### config.mk
export PLATFORM = sky130hd
export DESIGN_NAME = huffman_decoder
export DESIGN_NICKNAME = d
export VERILOG_FILES = /design/src/rtl/huff_pkg.sv /design/src/rtl/huff_dec_table.sv /design/src/rtl/huffman_decoder.sv
export SDC_FILE = /design/constraint.sdc
export NUM_CORES = 1
export LEC_CHECK = 0
export CAP_MARGIN = 20
export CORE_ASPECT_RATIO = 0.5
export CORE_MARGIN = 2
export CORE_UTILIZATION = 25
export DETAILED_ROUTE_END_ITERATION = 8
export HOLD_SLACK_MARGIN = 0.12
export PLACE_DENSITY = 0.52
export SYNTH_ARGS = -nofsm -noshare
export SYNTH_HDL_FRONTEND = slang
export SYNTH_SLANG_ARGS = --single-unit
### constraint.sdc
create_clock -name clk -period 4.5 [get_ports clk]
set_input_delay 1.125 -clock clk [delete_from_list [all_inputs] [get_ports clk]]
set_output_delay 1.125 -clock clk [all_outputs]
set_load 0.1 [all_outputs]
### src/rtl/huff_pkg.sv
// Shared constants and state type for the canonical Huffman decoder.
package huff_pkg;

    localparam int HUFF_MAX_LEN = 8;
    localparam int HUFF_MAX_SYM = 20;
    localparam int LEN_W        = 4;

    typedef enum logic [1:0] {
        LOAD,
        BUILD,
        DECODE,
        ERR
    } huff_state_e;

endpackage

### src/rtl/huff_dec_table.sv
// Per-length canonical tables: code counts, first codes and first symbol indices.
// With HUFF_DEC_KRAFT_CHECK_EN defined, build_ok also requires a complete code.
module huff_dec_table
    import huff_pkg::*;
#(
    parameter int MAX_LEN = HUFF_MAX_LEN,
    parameter int MAX_SYM = HUFF_MAX_SYM
) (
    input  logic                             clk,
    input  logic                             reset,
    input  logic                             inc_en,
    input  logic [LEN_W-1:0]                 inc_len,
    input  logic                             build_en,
    output logic                             build_last,
    output logic                             build_ok,
    input  logic [LEN_W-1:0]                 look_len,
    output logic [MAX_LEN:0]                 look_first_code,
    output logic [$clog2(MAX_SYM+1)-1:0]     look_first_idx,
    output logic [$clog2(MAX_SYM+1)-1:0]     look_cnt
);

    localparam int CW = $clog2(MAX_SYM + 1);
    localparam int FW = MAX_LEN + 1;

    logic [CW-1:0]    cnt        [0:MAX_LEN];
    logic [FW-1:0]    first_code [0:MAX_LEN];
    logic [CW-1:0]    first_idx  [0:MAX_LEN];
    logic [LEN_W-1:0] bld_l;
    logic [LEN_W-1:0] prev_l;
    logic [FW-1:0]    build_fc;

    assign prev_l     = bld_l - 1'b1;
    assign build_last = (bld_l == LEN_W'(MAX_LEN));
    assign build_fc   = FW'((32'(first_code[prev_l]) + 32'(cnt[prev_l])) << 1);

`ifdef HUFF_DEC_KRAFT_CHECK_EN
    assign build_ok = ((32'(build_fc) + 32'(cnt[MAX_LEN])) == (32'd1 << MAX_LEN));
`else
    assign build_ok = 1'b1;
`endif

    always_ff @(posedge clk or negedge reset) begin
        if (!reset) begin
            for (int i = 0; i <= MAX_LEN; i++) begin
                cnt[i] <= '0;
            end
        end else if (inc_en) begin
            cnt[inc_len] <= cnt[inc_len] + 1'b1;
        end
    end

    // One length per build cycle; each entry depends only on the previous length.
    always_ff @(posedge clk or negedge reset) begin
        if (!reset) begin
            bld_l <= LEN_W'(1);
            for (int i = 0; i <= MAX_LEN; i++) begin
                first_code[i] <= '0;
                first_idx[i]  <= '0;
            end
        end else if (build_en) begin
            first_code[bld_l] <= build_fc;
            first_idx[bld_l]  <= first_idx[prev_l] + cnt[prev_l];
            if (!build_last) begin
                bld_l <= bld_l + 1'b1;
            end
        end
    end

    assign look_first_code = first_code[look_len];
    assign look_first_idx  = first_idx[look_len];
    assign look_cnt        = cnt[look_len];

endmodule

### src/rtl/huffman_decoder.sv
// Canonical Huffman decoder: table load, per-length build, then bit-serial decode.
// Optional completeness check at end of build: define HUFF_DEC_KRAFT_CHECK_EN.
module huffman_decoder
    import huff_pkg::*;
#(
    parameter int MAX_LEN = HUFF_MAX_LEN,
    parameter int MAX_SYM = HUFF_MAX_SYM
) (
    input  logic             clk,
    input  logic             reset,
    input  logic             tbl_enb,
    input  logic [7:0]       tbl_syml,
    input  logic [LEN_W-1:0] tbl_len,
    input  logic             tbl_done,
    input  logic             bit_valid,
    input  logic             bit_in,
    output logic             bit_ready,
    output logic [7:0]       dec_syml,
    output logic             dec_valid,
    output logic             err
);

    localparam int CW = $clog2(MAX_SYM + 1);
    localparam int FW = MAX_LEN + 1;

    huff_state_e state;
    huff_state_e state_nxt;

    logic [CW-1:0]      idx;
    logic [7:0]         sym_mem [0:MAX_SYM-1];
    logic [MAX_LEN-1:0] code;
    logic [LEN_W-1:0]   len;

    logic               entry_bad;
    logic               load_store;
    logic               build_en;
    logic               accept;
    logic               build_last;
    logic               build_ok;
    logic [LEN_W-1:0]   cur_l;
    logic [FW-1:0]      c;
    logic [FW-1:0]      diff;
    logic               hit;
    logic [CW-1:0]      sym_addr;
    logic [FW-1:0]      look_first_code;
    logic [CW-1:0]      look_first_idx;
    logic [CW-1:0]      look_cnt;

    huff_dec_table #(
        .MAX_LEN (MAX_LEN),
        .MAX_SYM (MAX_SYM)
    ) u_table (
        .clk             (clk),
        .reset           (reset),
        .inc_en          (load_store),
        .inc_len         (tbl_len),
        .build_en        (build_en),
        .build_last      (build_last),
        .build_ok        (build_ok),
        .look_len        (cur_l),
        .look_first_code (look_first_code),
        .look_first_idx  (look_first_idx),
        .look_cnt        (look_cnt)
    );

    assign entry_bad = (idx == CW'(MAX_SYM)) || (tbl_len == '0) || (tbl_len > LEN_W'(MAX_LEN));

    // Candidate code including the incoming bit, matched against its length's range.
    assign cur_l    = len + 1'b1;
    assign c        = {code, bit_in};
    assign diff     = c - look_first_code;
    assign hit      = (c >= look_first_code) && (32'(diff) < 32'(look_cnt));
    assign sym_addr = CW'(32'(look_first_idx) + 32'(diff));

    always_ff @(posedge clk or negedge reset) begin
        if (!reset) begin
            state <= LOAD;
        end else begin
            state <= state_nxt;
        end
    end

    always_comb begin
        state_nxt  = state;
        load_store = 1'b0;
        build_en   = 1'b0;
        accept     = 1'b0;
        case (state)
            LOAD: begin
                if (tbl_enb && entry_bad) begin
                    state_nxt = ERR;
                end else begin
                    load_store = tbl_enb;
                    if (tbl_done) begin
                        state_nxt = (tbl_enb || idx != '0) ? BUILD : ERR;
                    end
                end
            end
            BUILD: begin
                build_en = 1'b1;
                if (build_last) begin
                    state_nxt = build_ok ? DECODE : ERR;
                end
            end
            DECODE: begin
                accept = bit_valid;
                if (bit_valid && !hit && cur_l == LEN_W'(MAX_LEN)) begin
                    state_nxt = ERR;
                end
            end
            default: begin
                state_nxt = ERR;
            end
        endcase
    end

    assign bit_ready = (state == DECODE);
    assign err       = (state == ERR);

    always_ff @(posedge clk) begin
        if (load_store) begin
            sym_mem[idx] <= tbl_syml;
        end
    end

    // Bit accumulator and registered symbol output; a match restarts the code.
    always_ff @(posedge clk or negedge reset) begin
        if (!reset) begin
            idx       <= '0;
            code      <= '0;
            len       <= '0;
            dec_valid <= 1'b0;
            dec_syml  <= 8'h00;
        end else begin
            dec_valid <= 1'b0;
            if (load_store) begin
                idx <= idx + 1'b1;
            end
            if (accept) begin
                if (hit) begin
                    dec_valid <= 1'b1;
                    dec_syml  <= sym_mem[sym_addr];
                    code      <= '0;
                    len       <= '0;
                end else begin
                    code <= c[MAX_LEN-1:0];
                    len  <= cur_l;
                end
            end
        end
    end

endmodule

==> impl_results.md <==
* Status: complete, no violations
* Reg clk slew, reported paths at ~0.060 ns
* Via Count at 10.6k
* Drt drc at 0
* Die width at roughly 380 um
* 1st-iter DRT viols at 830
* Most frequent cells in the layout: dfrtp_1 (191), nand2_1 (160), edfxtp_1 (160)
* Seq/Total Area, Yosys at 55.4%
* CP arrival at about 4.6 ns
* Clock sink total at about 350
* Top routing layer in use: met4
* Router iterations before antenna repair at 5
* GRT Residual Overflow at 0
* Total wire length at 44.9 mm
* Post-layout nets at 1,384
* Fin cells at roughly 2.3k
* Filler instances at roughly 7k
* Commonest non-fill, non-tap cell in the layout: dfrtp_1
* WL per Instance at ~20 um
* Initial antenna violation count at 0
* Worst Path Required at 4.93 ns
* Highest-delay cell along the critical path: fa_2
* CP Max Fanout at 23
* Port bufs at 28
* GRT Resource Usage Total at between 10% and 20%
* Top_reg_cell synth: dfrtp_1
* CTS root buf: clkbuf_16
* Gate power share at about two fifths
* Antenna-violating nets left at 0
* Cell variety after synth at between 50 and 60
* Post-Syn Instances at between 1k and 1.5k
* Unrepaired setup endpoints after global routing: false
* M1 wire length at roughly 21 mm
* HPWL after DPL at ~30 mm
* FF+latch count, synth at about 350
* Cell count after placement at 2,192
* Internal power at 7.37 mW
* Final setup violation count at 0
* Max-cap viol count at 0
* Switching pwr at around 4 mW
* Avg Cell Area, Syn at around 14 um2
* WS Path Type: reg2reg
* First-pass GRT wire length at between 60 and 70 mm
* Met3 WL at 1.98 mm
* CP top delay family: multiplexers
* CTS max path bufs at 3
* CTS tree: built
* Slew Limit Fails at 0
* Final Skew at 0.0245 ns
* Synth warnings at 0
* Setup TNS at 0 ns
* Post-layout min period at 4.13 ns
* Clk_lat worst skew at about 0.55 ns
* CTS Hold Bufs at 0
* P&R area growth vs syn at 18.5%
* FF+latch area at 9660 um2
* RD Place Congestion at roughly 0.8
* Largest net degree at the start of global routing at slightly below 100
* Die Y at between 150 and 200 um
* Layout cells sized above 1 at roughly 29%
* H-tree depth at 2
* Post-synth ARST share at a little over half
* Post-synthesis net count at about 1.3k
* WL met2 at between 20 and 25 mm
* Ratio of final minimum period to clock period at roughly nine tenths
* Ports at 29
* Core Region at 68,900 um2
* Final hold vios at 0
* Number of flops mapped to enable cells by yosys at 160
* Multi-input gate area at approximately 7400 um2
* Vias per std cell at roughly 4.7
* Sequential fraction of design power at approximately a third
* WP buf/inv at 4
* Slew headroom at between 20 and 30%
* PwrDens at 551 nW/um2
* Total Power at 11.4 mW
* TritonCTS Buffers at 38
* Worst min-delay path category: reg2reg
* Mapped Area at around 17,000 um2
* Crit path launch type: register
* Max Clock Freq at around 240 MHz
* Antenna Cells at 0
* Vias in the first global route at between 10k and 15k
* Std-Cell Rows at 68
* Largest stage delay, worst path at 0.61 ns
* Maximum resistive drop on vdd at 0.306 mV
* CP Capture Type: register
* Initial Util at between 20% and 30%
* P_leak at between 7 and 8 nW
* Switching share of power at about a third
* Final Util at between 20% and 30%
* Clock share of power at 27.4%
* Worst-case hold slack at between 0.4 and 0.5 ns
* Least-Margin Pin Slew at about 1.1 ns
* Die area at 71,900 um2
* Crit-path cells: ha_2 > buf_4 > xor2_4 > mux2i_1 > o21a_1 > inv_1 > ha_1 > buf_4 > fa_2 > buf_12 > mux4_2 > mux4_2 > mux2i_1 > a21oi_1
[repair_timing]
item / 4_1_cts / 5_1_grt
endpoints found under the setup margin: 0 / 22
resized for setup: 0 / 10
buffers inserted: 0 / 3
[path summary, 6_finish.rpt]
| kind | startpoint | to | slack [ns] | cells after the start |
|---|---|---|---|---|
| max | len[0] | dec_syml[5] | 0.37 | 14 |
| min | u_table.cnt[44] | u_table.cnt[44] | 0.42 | 0 |
| max reg2reg | len[0] | dec_syml[5] | 0.37 | 14 |
| min reg2reg | u_table.cnt[44] | u_table.cnt[44] | 0.42 | 0 |
| max in group asynchronous | reset | u_table.cnt[11] | 2.80 | 2 |
| min in group asynchronous | reset | u_table.cnt[38] | 0.68 | 1 |
[power by group through the flow]
stage	Clock, mW	Combinational (mW)	Sequential, mW
after floorplan	0	2.87	3.76
after global placement	0	4.59	3.74
after detailed placement	0	4.58	3.74
after CTS	3.20	4.60	3.67
after global routing	3.34	4.91	3.70
final	3.11	4.57	3.68
[logic make-up (layout without fill, tap and decap cells)]
logic type	Yosys count	after routing	synth area share (%)
DFF	354	354	55.4
and+or+nand+nor	266	266	7.00
muxes	234	234	23.2
AOI/OAI and AO/OA	210	210	6.74
buffers and inverters	106	218	2.64
adders and majority gates	40	40	3.00
xor gates and xnor gates	33	33	2.00
[Yosys cell counts (20+ instances only)]
master	n	area, um2
dfrtp_1	193	4830
inv_1	26	97.6
o21ai_0	117	586
clkbuf_1	50	188
nand2_1	160	601
ha_1	37	463
mux2_2	73	822
nor2_1	35	131
nand3_1	20	100
a21oi_1	53	265
edfxtp_1	160	4800
mux4_2	128	2880
mux2i_1	33	330
[routing by layer]
layer | up-vias | GRT usage [%]
met3 | 57 | 2.21
met1 | 5523 | 17.5
met5 | - | 0
met4 | 0 | 3.51
met2 | 219 | 20.6
li1 | 4849 | -
[final cells by class]
class / instances / area share [%]
multi-input combinational: 783 / 35.7
clock buffer: 48 / 4.98
inverter: 26 / 0.473
timing repair buffer: 123 / 5.57
tap: 910 / 5.52
sequential: 354 / 46.8
clock inverter: 21 / 0.958
[metrics by stage]
stage          setup slack (ns)  area (um2)
6_report                  0.367       20600
3_3_place_gp              0.151       19300
5_1_grt                   0.101       20600
2_1_floorplan            0.0255       17500
3_5_place_dp             0.0817       19300
4_1_cts                  0.0591       20500
[worst reg2reg max path: stages, from the launching register on]
cell and delay [ns]:
dfrtp_2 0.46, ha_2 0.23, buf_4 0.16, xor2_4 0.25
mux2i_1 0.24, o21a_1 0.15, inv_1 0.05, ha_1 0.28
buf_4 0.15, fa_2 0.61, buf_12 0.20, mux4_2 0.38
mux4_2 0.54, mux2i_1 0.23, a21oi_1 0.09
[sequential cells by signal, indices dropped and copies added (netlist names), 4 cells and up]
name / cells
code: 8
dec_syml: 8
idx: 5
len: 4
sym_mem: 160
u_table.bld_l: 4
u_table.cnt: 45
u_table.first_code: 72
u_table.first_idx: 45
No activity file was read; power rests on OpenSTA's default activity.
